<file path="src/rtl/spmv_pkg.sv">
// Shared types for the sparse matrix-vector row accumulator.
package spmv_pkg;

  typedef enum logic [1:0] {
    IDLE  = 2'd0,
    SCAN  = 2'd1,
    FLUSH = 2'd2
  } state_e;

endpackage

</file>
<file path="src/rtl/spmv_row_accumulator_if.sv">
// Beat-in / row-out stream bundle of the row accumulator, plus its status flags.
interface spmv_row_accumulator_if #(
  parameter int NETWORK_WIDTH = 4,
  parameter int DATA_WIDTH    = 32,
  parameter int ID_WIDTH      = 16
) ();

  logic                              in_valid;
  logic                              in_ready;
  logic [NETWORK_WIDTH-1:0]          in_lane_valid;
  logic [NETWORK_WIDTH*DATA_WIDTH-1:0] in_data;
  logic [NETWORK_WIDTH*ID_WIDTH-1:0] in_id;
  logic                              in_last;
  logic                              out_valid;
  logic                              out_ready;
  logic [DATA_WIDTH-1:0]             out_data;
  logic [ID_WIDTH-1:0]               out_id;
  logic                              out_last;
  logic                              busy;
  logic                              err_order;

  modport slave (
    input  in_valid, in_lane_valid, in_data, in_id, in_last, out_ready,
    output in_ready, out_valid, out_data, out_id, out_last, busy, err_order
  );

  modport master (
    output in_valid, in_lane_valid, in_data, in_id, in_last, out_ready,
    input  in_ready, out_valid, out_data, out_id, out_last, busy, err_order
  );

endinterface

</file>
<file path="src/rtl/spmv_lane_picker.sv">
// Combinational priority picker: lowest set lane of the remaining mask.
module spmv_lane_picker #(
  parameter int NETWORK_WIDTH = 4
) (
  input  logic [NETWORK_WIDTH-1:0]         mask_i,
  output logic [$clog2(NETWORK_WIDTH)-1:0] idx_o,
  output logic                             none_o
);

  always_comb begin
    idx_o = '0;
    // Walk downward so the lowest set index wins.
    for (int i = NETWORK_WIDTH - 1; i >= 0; i--) begin
      if (mask_i[i]) idx_o = ($clog2(NETWORK_WIDTH))'(i);
    end
    none_o = ~|mask_i;
  end

endmodule

</file>
<file path="src/rtl/spmv_row_accumulator.sv">
// Merges per-lane partial sums into per-row totals, one lane per cycle.
// Define SPMV_ROW_ACC_SATURATE_EN for saturating accumulation instead of wrapping.
module spmv_row_accumulator
  import spmv_pkg::*;
#(
  parameter int NETWORK_WIDTH = 4,
  parameter int DATA_WIDTH    = 32,
  parameter int ID_WIDTH      = 16
) (
  input logic                   clk,
  input logic                   rst,
  spmv_row_accumulator_if.slave bus
);

  localparam int IDX_W = $clog2(NETWORK_WIDTH);

  state_e                              state_q, state_d;
  logic [NETWORK_WIDTH-1:0]            mask_q, mask_d;
  logic [NETWORK_WIDTH*DATA_WIDTH-1:0] data_q, data_d;
  logic [NETWORK_WIDTH*ID_WIDTH-1:0]   id_q, id_d;
  logic                                last_q, last_d;
  logic                                row_open_q, row_open_d;
  logic [DATA_WIDTH-1:0]               acc_q, acc_d;
  logic [ID_WIDTH-1:0]                 row_id_q, row_id_d;
  logic                                out_valid_q, out_valid_d;
  logic [DATA_WIDTH-1:0]               out_data_q, out_data_d;
  logic [ID_WIDTH-1:0]                 out_id_q, out_id_d;
  logic                                out_last_q, out_last_d;
  logic                                err_order_q, err_order_d;

  logic [IDX_W-1:0]         pick_idx;
  logic                     pick_none;
  logic [DATA_WIDTH-1:0]    lane_data [NETWORK_WIDTH];
  logic [ID_WIDTH-1:0]      lane_id   [NETWORK_WIDTH];
  logic [DATA_WIDTH-1:0]    cur_data;
  logic [ID_WIDTH-1:0]      cur_id;
  logic [DATA_WIDTH-1:0]    acc_sum;
  logic [NETWORK_WIDTH-1:0] mask_rem;
  logic                     out_free;
  logic                     emit;
  logic                     in_ready_c;

  spmv_lane_picker #(
    .NETWORK_WIDTH(NETWORK_WIDTH)
  ) u_picker (
    .mask_i(mask_q),
    .idx_o (pick_idx),
    .none_o(pick_none)
  );

  for (genvar gi = 0; gi < NETWORK_WIDTH; gi++) begin : g_lane
    assign lane_data[gi] = data_q[gi*DATA_WIDTH +: DATA_WIDTH];
    assign lane_id[gi]   = id_q[gi*ID_WIDTH +: ID_WIDTH];
  end

  assign cur_data = lane_data[pick_idx];
  assign cur_id   = lane_id[pick_idx];
  assign mask_rem = mask_q & ~({{(NETWORK_WIDTH-1){1'b0}}, 1'b1} << pick_idx);

`ifdef SPMV_ROW_ACC_SATURATE_EN
  localparam logic [DATA_WIDTH-1:0] SAT_MAX = {1'b0, {(DATA_WIDTH-1){1'b1}}};
  localparam logic [DATA_WIDTH-1:0] SAT_MIN = {1'b1, {(DATA_WIDTH-1){1'b0}}};
  logic [DATA_WIDTH:0] sum_wide;

  always_comb begin
    sum_wide = {acc_q[DATA_WIDTH-1], acc_q} + {cur_data[DATA_WIDTH-1], cur_data};
    // Top two bits disagree only on signed overflow.
    if (sum_wide[DATA_WIDTH] != sum_wide[DATA_WIDTH-1]) begin
      acc_sum = sum_wide[DATA_WIDTH] ? SAT_MIN : SAT_MAX;
    end else begin
      acc_sum = sum_wide[DATA_WIDTH-1:0];
    end
  end
`else
  assign acc_sum = acc_q + cur_data;
`endif

  always_comb begin
    state_d     = state_q;
    mask_d      = mask_q;
    data_d      = data_q;
    id_d        = id_q;
    last_d      = last_q;
    row_open_d  = row_open_q;
    acc_d       = acc_q;
    row_id_d    = row_id_q;
    out_valid_d = out_valid_q & ~bus.out_ready;
    out_data_d  = out_data_q;
    out_id_d    = out_id_q;
    out_last_d  = out_last_q;
    err_order_d = err_order_q;
    in_ready_c  = 1'b0;
    out_free    = ~out_valid_q | bus.out_ready;
    emit        = row_open_q && (cur_id != row_id_q);

    case (state_q)
      IDLE: begin
        in_ready_c = 1'b1;
      end

      SCAN: begin
        if (pick_none) begin
          if (last_q) begin
            state_d = row_open_q ? FLUSH : IDLE;
          end else begin
            in_ready_c = 1'b1;
            state_d    = IDLE;
          end
        end else if (!emit || out_free) begin
          mask_d = mask_rem;
          if (row_open_q && (cur_id < row_id_q)) err_order_d = 1'b1;
          if (emit) begin
            out_valid_d = 1'b1;
            out_data_d  = acc_q;
            out_id_d    = row_id_q;
            out_last_d  = 1'b0;
          end
          if (!row_open_q || emit) begin
            row_open_d = 1'b1;
            row_id_d   = cur_id;
            acc_d      = cur_data;
          end else begin
            acc_d = acc_sum;
          end
          if (mask_rem == '0) begin
            if (last_q) begin
              state_d = FLUSH;
            end else begin
              in_ready_c = 1'b1;
              state_d    = IDLE;
            end
          end
        end
      end

      FLUSH: begin
        if (out_free) begin
          out_valid_d = 1'b1;
          out_data_d  = acc_q;
          out_id_d    = row_id_q;
          out_last_d  = 1'b1;
          row_open_d  = 1'b0;
          state_d     = IDLE;
        end
      end

      default: state_d = IDLE;
    endcase

    // A new beat can replace the held one in the same cycle its last lane drains.
    if (in_ready_c && bus.in_valid) begin
      mask_d  = bus.in_lane_valid;
      data_d  = bus.in_data;
      id_d    = bus.in_id;
      last_d  = bus.in_last;
      state_d = SCAN;
    end
  end

  always_ff @(posedge clk or posedge rst) begin
    if (rst) begin
      state_q     <= IDLE;
      mask_q      <= '0;
      data_q      <= '0;
      id_q        <= '0;
      last_q      <= 1'b0;
      row_open_q  <= 1'b0;
      acc_q       <= '0;
      row_id_q    <= '0;
      out_valid_q <= 1'b0;
      out_data_q  <= '0;
      out_id_q    <= '0;
      out_last_q  <= 1'b0;
      err_order_q <= 1'b0;
    end else begin
      state_q     <= state_d;
      mask_q      <= mask_d;
      data_q      <= data_d;
      id_q        <= id_d;
      last_q      <= last_d;
      row_open_q  <= row_open_d;
      acc_q       <= acc_d;
      row_id_q    <= row_id_d;
      out_valid_q <= out_valid_d;
      out_data_q  <= out_data_d;
      out_id_q    <= out_id_d;
      out_last_q  <= out_last_d;
      err_order_q <= err_order_d;
    end
  end

  assign bus.in_ready  = in_ready_c & ~rst;
  assign bus.out_valid = out_valid_q;
  assign bus.out_data  = out_data_q;
  assign bus.out_id    = out_id_q;
  assign bus.out_last  = out_last_q;
  assign bus.busy      = (state_q != IDLE) | row_open_q;
  assign bus.err_order = err_order_q;

endmodule

</file>
<file path="src/flat_wrapper.sv">
// flat-port wrapper written by rule: the top's interface ports become plain ports
module spmv_row_accumulator_flat import spmv_pkg::*;
#(
  parameter int NETWORK_WIDTH = 4,
  parameter int DATA_WIDTH    = 32,
  parameter int ID_WIDTH      = 16
)
  (clk, rst, bus_in_valid, bus_in_lane_valid, bus_in_data, bus_in_id, bus_in_last, bus_out_ready, bus_in_ready, bus_out_valid, bus_out_data, bus_out_id, bus_out_last, bus_busy, bus_err_order);
  spmv_row_accumulator_if #(.NETWORK_WIDTH(NETWORK_WIDTH), .DATA_WIDTH(DATA_WIDTH), .ID_WIDTH(ID_WIDTH)) bus_i ();
  input logic clk;
  input logic rst;
  input wire logic [$bits(bus_i.in_valid)-1:0] bus_in_valid;
  input wire logic [$bits(bus_i.in_lane_valid)-1:0] bus_in_lane_valid;
  input wire logic [$bits(bus_i.in_data)-1:0] bus_in_data;
  input wire logic [$bits(bus_i.in_id)-1:0] bus_in_id;
  input wire logic [$bits(bus_i.in_last)-1:0] bus_in_last;
  input wire logic [$bits(bus_i.out_ready)-1:0] bus_out_ready;
  output wire logic [$bits(bus_i.in_ready)-1:0] bus_in_ready;
  output wire logic [$bits(bus_i.out_valid)-1:0] bus_out_valid;
  output wire logic [$bits(bus_i.out_data)-1:0] bus_out_data;
  output wire logic [$bits(bus_i.out_id)-1:0] bus_out_id;
  output wire logic [$bits(bus_i.out_last)-1:0] bus_out_last;
  output wire logic [$bits(bus_i.busy)-1:0] bus_busy;
  output wire logic [$bits(bus_i.err_order)-1:0] bus_err_order;
  assign bus_i.in_valid = bus_in_valid;
  assign bus_i.in_lane_valid = bus_in_lane_valid;
  assign bus_i.in_data = bus_in_data;
  assign bus_i.in_id = bus_in_id;
  assign bus_i.in_last = bus_in_last;
  assign bus_i.out_ready = bus_out_ready;
  assign bus_in_ready = bus_i.in_ready;
  assign bus_out_valid = bus_i.out_valid;
  assign bus_out_data = bus_i.out_data;
  assign bus_out_id = bus_i.out_id;
  assign bus_out_last = bus_i.out_last;
  assign bus_busy = bus_i.busy;
  assign bus_err_order = bus_i.err_order;
  spmv_row_accumulator #(.NETWORK_WIDTH(NETWORK_WIDTH), .DATA_WIDTH(DATA_WIDTH), .ID_WIDTH(ID_WIDTH)) u_core (.clk(clk), .rst(rst), .bus(bus_i));
endmodule
</file>
<file path="config.mk">
export PLATFORM = sky130hd
export DESIGN_NAME = spmv_row_accumulator_flat
export DESIGN_NICKNAME = d
export VERILOG_FILES = /design/src/rtl/spmv_pkg.sv /design/src/rtl/spmv_row_accumulator_if.sv /design/src/rtl/spmv_lane_picker.sv /design/src/rtl/spmv_row_accumulator.sv /design/src/flat_wrapper.sv
export SDC_FILE = /design/constraint.sdc
export NUM_CORES = 1
export LEC_CHECK = 0
export ABC_CLOCK_PERIOD_IN_PS = 11710
export BUFFER_PORTS_ARGS = -buffer_cell sky130_fd_sc_hd__buf_2
export CELL_PAD_IN_SITES_DETAIL_PLACEMENT = 0
export CELL_PAD_IN_SITES_GLOBAL_PLACEMENT = 1
export CORE_MARGIN = 2
export CORE_UTILIZATION = 40
export CTS_CLUSTER_DIAMETER = 60
export DETAILED_ROUTE_END_ITERATION = 12
export PLACE_DENSITY = 0.75
export SETUP_SLACK_MARGIN = 0.5
export SLEW_MARGIN = 20
export SYNTH_ARGS = -nofsm -noshare
export SYNTH_HDL_FRONTEND = slang
export SYNTH_SLANG_ARGS = --single-unit
export TNS_END_PERCENT = 5
</file>
<file path="constraint.sdc">
create_clock -name clk -period 11.71 [get_ports clk]
set_input_delay 1.171 -clock clk [delete_from_list [all_inputs] [get_ports clk]]
set_output_delay 1.171 -clock clk [all_outputs]
set_load 0.1 [all_outputs]
</file>
==> key figures, run 1 <==
Outcome
  • Status: completed

Timing
  • Final hold vios: 0
  • Final setup viols: 0
  • Worst-Margin Slew: about 1.0 ns
  • Max Freq: between 0.15 and 0.2 GHz
  • Setup total negative slack: 0 ns
  • Fin crit period: between 6 and 7 ns
  • Max Slew Vio Count: 0
  • Rel. slew slack: 0.300
  • Clk_skew: 0.0166 ns
  • Final period utilization: 0.540
  • RSZ-0062 raised after global routing: no

Yosys
  • EDFF count, synth: 0
  • Top cells by area, synth: dfrtp_1 51%, nand2_1 17%, mux4_2 7.4%, ha_1 4.4%, mux2_2 3.1%
  • Top FF cell, synth: dfrtp_1
  • Area share of the largest cell type after synthesis: 0.511
  • Synthesized area: 14700 µm²
  • Synthesized Nets: 1784
  • Cells after synthesis: 1531
  • FF+latch count, synth: 299
  • Yosys top cell by area: dfrtp_1
  • Ys async rst share: 1.00
  • Syn. warnings: 0
  • Synth cell types: 54
  • Seq/Total Area, Yosys: 0.511
  • Most frequent cells after synthesis: 645 x nand2_1, 299 x dfrtp_1, 60 x a21oi_1, 51 x ha_1, 48 x mux4_2
  • Mean post-synth cell area: around 9.6 µm²
  • Top-count cell post-synth: nand2_1

Clock tree
  • Clk Latency, worst-skew pair: 0.51 ns
  • Clock Tree Root: clkbuf_16
  • Worst-case clock buffer depth: 3
  • CTS sink cnt: 299
  • Post_cts resized: 0
  • Cts bufs inserted: 36
  • Clock slew at reported path FFs: about 0.05 ns
  • H-tree lvl count: 2
  • CTS tree: yes
  • Post-CTS Setup Bufs: 0
  • Hold_buf cts: 0

Cells and area
  • Ratio of cells with drive above 1 in the final layout: 0.237
  • Layout net count: 2006
  • Finished Layout Cells: approximately 2200
  • Filler instances: 3424
  • Register area: 7480 µm²
  • Area of the multi-input gates: 6770 µm²
  • Synthesis-to-layout area growth: 19.7%

Hold path
  • Hold endpoint: u_core.data_q[111]$_DFFE_PP0P_
  • Hold depth: 2
  • Worst hold path class: flop to flop
  • Min-delay src: u_core.data_q[111]$_DFFE_PP0P_

Global route
  • First-pass GRT wire length: 63.3 mm
  • Vias in the first global route: 11514
  • Total congestion overflow: 0
  • Initial antenna violation count: 4
  • Largest net degree at the start of global routing: 163
  • Total GRT Usage: 0.208

Floorplan
  • Starting Density: 0.403
  • Top Ports: about 250
  • DIE WIDTH: 195 µm
  • DIE HEIGHT: 195 µm
  • Die footprint: 38200 µm²
  • FP Rows: 70
  • CORE AREA: approximately 36000 µm²

Routing
  • DRT iter0 DRCs: 669
  • Via density: 5.05
  • DR DRC count: 0
  • Detail Route Antenna Nets: 0
  • DR pass1 iterations: 5
  • Routed WL: between 30 and 40 mm
  • Avg WL per Cell: 17.3 µm
  • Via count: 11356

Worst setup path
  • CP startpoint kind: flop
  • FF-to-FF End: u_core.data_q[113]$_DFFE_PP0P_
  • WP data arrival: roughly 5.2 ns
  • Worst path required time: 10.54 ns
  • Worst Reg-to-Reg Cells: 14
  • Critical path class: flop to output pin
  • Critical R2R Launch: u_core.mask_q[3]$_DFFE_PP0P_
  • Maximum fanout along the worst path: 38
  • CP endpoint kind: output pin
  • Flop-to-flop setup slack: a little over 6 ns

Place
  • HPWL after DPL: 27.7 mm
  • Gp weighted congestion: 0.830
  • Dpl cells: 2183
  • # port buffers: 253

Job
  • Max Cap Viol: 0
==> critical path, stage by stage, from the launching register on <==
cell	delay (ns)
dfrtp_1	0.45
o21ai_4	0.52
buf_4	0.77
mux4_2	0.61
ha_1	0.32
nand4_1	0.12
nor2_1	0.24
nand3_1	0.26
a32o_1	0.34
nand2_1	0.07
a31oi_1	0.17
nor2_1	0.25
buf_2	0.48
==> sequential cells by signal, summed over array words and instances, names as in the netlist <==
signal and count:
u_core.bus.err_order 1, u_core.id_q 64, u_core.row_open_q 1, u_core.bus.out_valid 1
u_core.bus.out_last 1, u_core.state_q 2, u_core.acc_q 32, u_core.row_id_q 16
u_core.last_q 1, u_core.bus.out_id 16, u_core.mask_q 4, u_core.data_q 128
u_core.bus.out_data 32
==> final cells by class <==
class	count	share of cell area
Sequential cell	299	0.427
Tap cell	468	0.0334
Clock buffer	53	0.0590
Antenna cell	1	0.000143
Timing Repair Buffer	266	0.0789
Clock inverter	11	0.00906
Multi-Input combinational cell	1121	0.386
Inverter	29	0.00692
==> routing by layer <==
metal / GRT usage / up-vias / part of all wire
li1: - / 5564 / -
met1: 0.298 / 5462 / 0.47
met2: 0.332 / 272 / 0.46
met3: 0.0352 / 54 / 0.055
met4: 0.0475 / 4 / 0.019
met5: 0 / - / 0.00072
==> kinds of logic after synthesis <==
kind of cell	count (synthesis)	share of synthesized area
AND/OR/NAND/NOR	748	0.202
flip-flops	299	0.511
AO/OA/AOI/OAI	197	0.0836
buffers and inverters	111	0.0309
multiplexers	100	0.114
adder cells (fa/ha/maj)	52	0.0449
XOR/XNOR	24	0.0143
==> through the flow <==
stage / hold WS [ns] / instance area (µm²) / util / setup slack [ns]
finish: 0.471 / 17500 / 0.483 / 5.39
global route: 0.484 / 17500 / 0.482 / 4.99
CTS: 0.471 / 17500 / 0.482 / 5.27
detailed placement: 0.454 / 16300 / 0.449 / 5.85
global placement: 0.447 / 16300 / 0.449 / 5.62
floorplan: 0.440 / 14700 / - / 2.28
==> worst max path at each step <==
stage | from | endpoint | slack [ns] | cells after the start
after floorplan | rst | u_core.acc_q[0]$_DFFE_PP0P_ | 2.28 | 1
after global placement | u_core.mask_q[3]$_DFFE_PP0P_ | u_core.mask_q[2]$_DFFE_PP0P_ | 5.62 | 14
after detailed placement | u_core.mask_q[3]$_DFFE_PP0P_ | bus_in_ready | 5.85 | 12
after CTS | u_core.mask_q[3]$_DFFE_PP0P_ | bus_in_ready | 5.27 | 12
after global routing | u_core.mask_q[3]$_DFFE_PP0P_ | bus_in_ready | 4.99 | 12
final | u_core.mask_q[3]$_DFFE_PP0P_ | bus_in_ready | 5.39 | 12
==> cell usage in the layout, fill, tap and decap left out, types with 10 or more instances in the layout <==
cell type  instances
nand3_1           12
o21ai_0           38
a21oi_1           59
dfrtp_1          299
mux2_1            10
inv_1             28
xnor2_1           12
nand2_1          645
o21ai_1           24
a21o_1            28
clkbuf_16         36
mux2_2            40
mux4_2            48
xor2_1            12
ha_1              51
and3_1            10
clkbuf_1          10
buf_2            253
nor2_1            34
buf_4             12
Power of run 1 is not shown: default switching activity piles up to over one toggle a cycle in this logic, so the estimate is an artifact.
==> run 2: changes to the inputs <==
ABC_CLOCK_PERIOD_IN_PS = 6000   (was 11710)
clock period = 6 ns   (was 11.71 ns; I/O delays follow)
==> run 2 against run 1 <==
- setup slack got worse by 4.5 ns
- largest cell class unchanged
- register-to-register slack worse by 5.1 ns
- hold slack got worse by 0.20 ns
- highest routed layer unchanged
- non-clock buffer count is 7 higher
==> key figures, run 2 (synthesis results as in run 1) <==
Cells and area
  • Finished Layout Cells: 2255
  • Ratio of cells with drive above 1 in the final layout: 0.244
  • Commonest non-fill, non-tap cell in the layout: nand2_1
  • Max reg flops: 128
  • Synthesis-to-layout area growth: 20.0%
  • Largest registers: u_core.data_q (128), u_core.id_q (64)
  • Layout net count: 2012
  • Largest reg by FF count: u_core.data_q
  • Most frequent cells in the layout: 645 x nand2_1, 299 x dfrtp_1, 253 x buf_2, 59 x a21oi_1, 51 x ha_1

Worst setup path
  • Worst Path Buf+Inv: 1
  • CP endpoint kind: output pin
  • Max incr delay on CP: 0.80 ns
  • Slowest stage cell, crit path: o21ai_4
  • Maximum fanout along the worst path: 18
  • Critical-path cell list: o21ai_4, mux4_2, ha_1, nand4_1, nor2_1, nand3_1, a32o_1, nand2_1, a31oi_1, nor2_1, buf_2
  • Worst path most repeated cell: nor2_1
  • CP startpoint kind: flop
  • Critical path class: flop to output pin
  • Worst path required time: 5.40 ns
  • WP data arrival: 4.53 ns
  • Top cell family by delay on the critical path: compound AO/OA/AOI/OAI gates

Clock tree
  • CTS sink cnt: 299
  • Hold_buf cts: 0
  • H-tree lvl count: 2
  • CTS tree: yes
  • Cts bufs inserted: 35
  • Post_cts resized: 0
  • Clk Latency, worst-skew pair: 0.51 ns
  • Worst-case clock buffer depth: 3
  • Post-CTS Setup Bufs: 0
  • Clock slew at reported path FFs: 0.06 ns
  • Clock Tree Root: clkbuf_16

Place
  • # port buffers: between 200 and 300
  • Gp weighted congestion: ~0.84
  • HPWL after DPL: about 28 mm
  • Dpl cells: 2189

Timing
  • Worst-Margin Slew: 1.05 ns
  • Final setup viols: 0
  • Max Freq: around 0.19 GHz
  • Max Slew Vio Count: 0
  • Setup total negative slack: 0 ns
  • Final period utilization: 0.855
  • Clk_skew: 0.0198 ns
  • Fin crit period: 5.13 ns
  • RSZ-0062 raised after global routing: no
  • Rel. slew slack: 0.299
  • Final hold vios: 0

Floorplan
  • Die footprint: 38200 µm²
  • FP Rows: 70
  • DIE HEIGHT: 195 µm
  • Starting Density: 0.403
  • Top Ports: 254
  • DIE WIDTH: 195 µm
  • CORE AREA: 36300 µm²

Hold path
  • Worst hold path class: input pin to asynchronous set/reset pin

Global route
  • Initial antenna violation count: 4
  • Total GRT Usage: 0.204
  • Total congestion overflow: 0
  • Largest net degree at the start of global routing: roughly 130
  • First-pass GRT wire length: ~62 mm
  • Vias in the first global route: 11530

Routing
  • DRT iter0 DRCs: 556
  • Detail Route Antenna Nets: 0
  • DR DRC count: 0
  • Routed WL: slightly below 40 mm
  • Avg WL per Cell: 17.1 µm
  • Via density: ~5
  • DR pass1 iterations: 5
  • Via count: 11351

Outcome
  • Status: completed

Job
  • Max Cap Viol: 0
==> run 2: cell count changes in the layout (fill, tap and decap cells not counted), moves of 2 or more <==
cell,delta
clkinv_2,+3
diode_2,+2
buf_4,+4
clkinv_8,-2
clkbuf_1,-8
clkinvlp_4,+5
buf_12,+4
==> run 2: layout make-up <==
cell class	instances	area, µm²
Fill cell	3444	18800
Sequential cell	299	7480
Multi-Input combinational cell	1121	6770
Timing Repair Buffer	273	1470
Clock buffer	45	993
Tap cell	468	586
Clock inverter	17	164
Inverter	29	113
Antenna cell	3	7.51
==> run 2: final timing paths <==
path                                                     to                          from  slack [ns]  cells after the start
setup / recovery                               bus_in_ready  u_core.mask_q[2]$_DFFE_PP0P_        0.87                     11
hold / removal             u_core.bus.err_order$_DFFE_PP0P_                           rst        0.27                      2
min in group clk             u_core.data_q[127]$_DFFE_PP0P_              bus_in_data[127]        0.27                      3
max in group asynchronous      u_core.acc_q[19]$_DFFE_PP0P_                           rst        4.32                      3
setup reg to reg              u_core.data_q[78]$_DFFE_PP0P_  u_core.mask_q[2]$_DFFE_PP0P_        1.11                     13
hold reg to reg                 u_core.id_q[55]$_DFFE_PP0P_   u_core.id_q[55]$_DFFE_PP0P_        0.47                      2
==> run 2: worst register-to-register path: cells and delay by family (launching register included) <==
family / cells / cell delay, ns
fa+ha+maj: 1 / 0.33
buf+inv: 2 / 0.65
flops: 1 / 0.43
compound gates: 3 / 1.49
mux: 1 / 0.66
simple gates: 6 / 1.25
==> run 2: per-stage QoR <==
stage | area (µm²) | worst slack, ns | util | hold WS (ns)
finish | 17600 | 0.867 | 0.484 | 0.273
CTS | 17600 | 0.773 | 0.483 | 0.260
floorplan | 14700 | 1.20 | - | 0.440
detailed placement | 16400 | 0.942 | 0.451 | 0.453
global route | 17600 | 0.503 | 0.483 | 0.270
global placement | 16400 | 1.03 | 0.451 | 0.447
==> run 2: per-layer routing <==
| layer | share of wire | GRT usage |
|---|---|---|
| met5 | 0.00018 | 0 |
| met4 | 0.019 | 0.0452 |
| met3 | 0.052 | 0.0399 |
| met2 | 0.46 | 0.332 |
| met1 | 0.46 | 0.284 |
Power of run 2 is left out for the same reason.
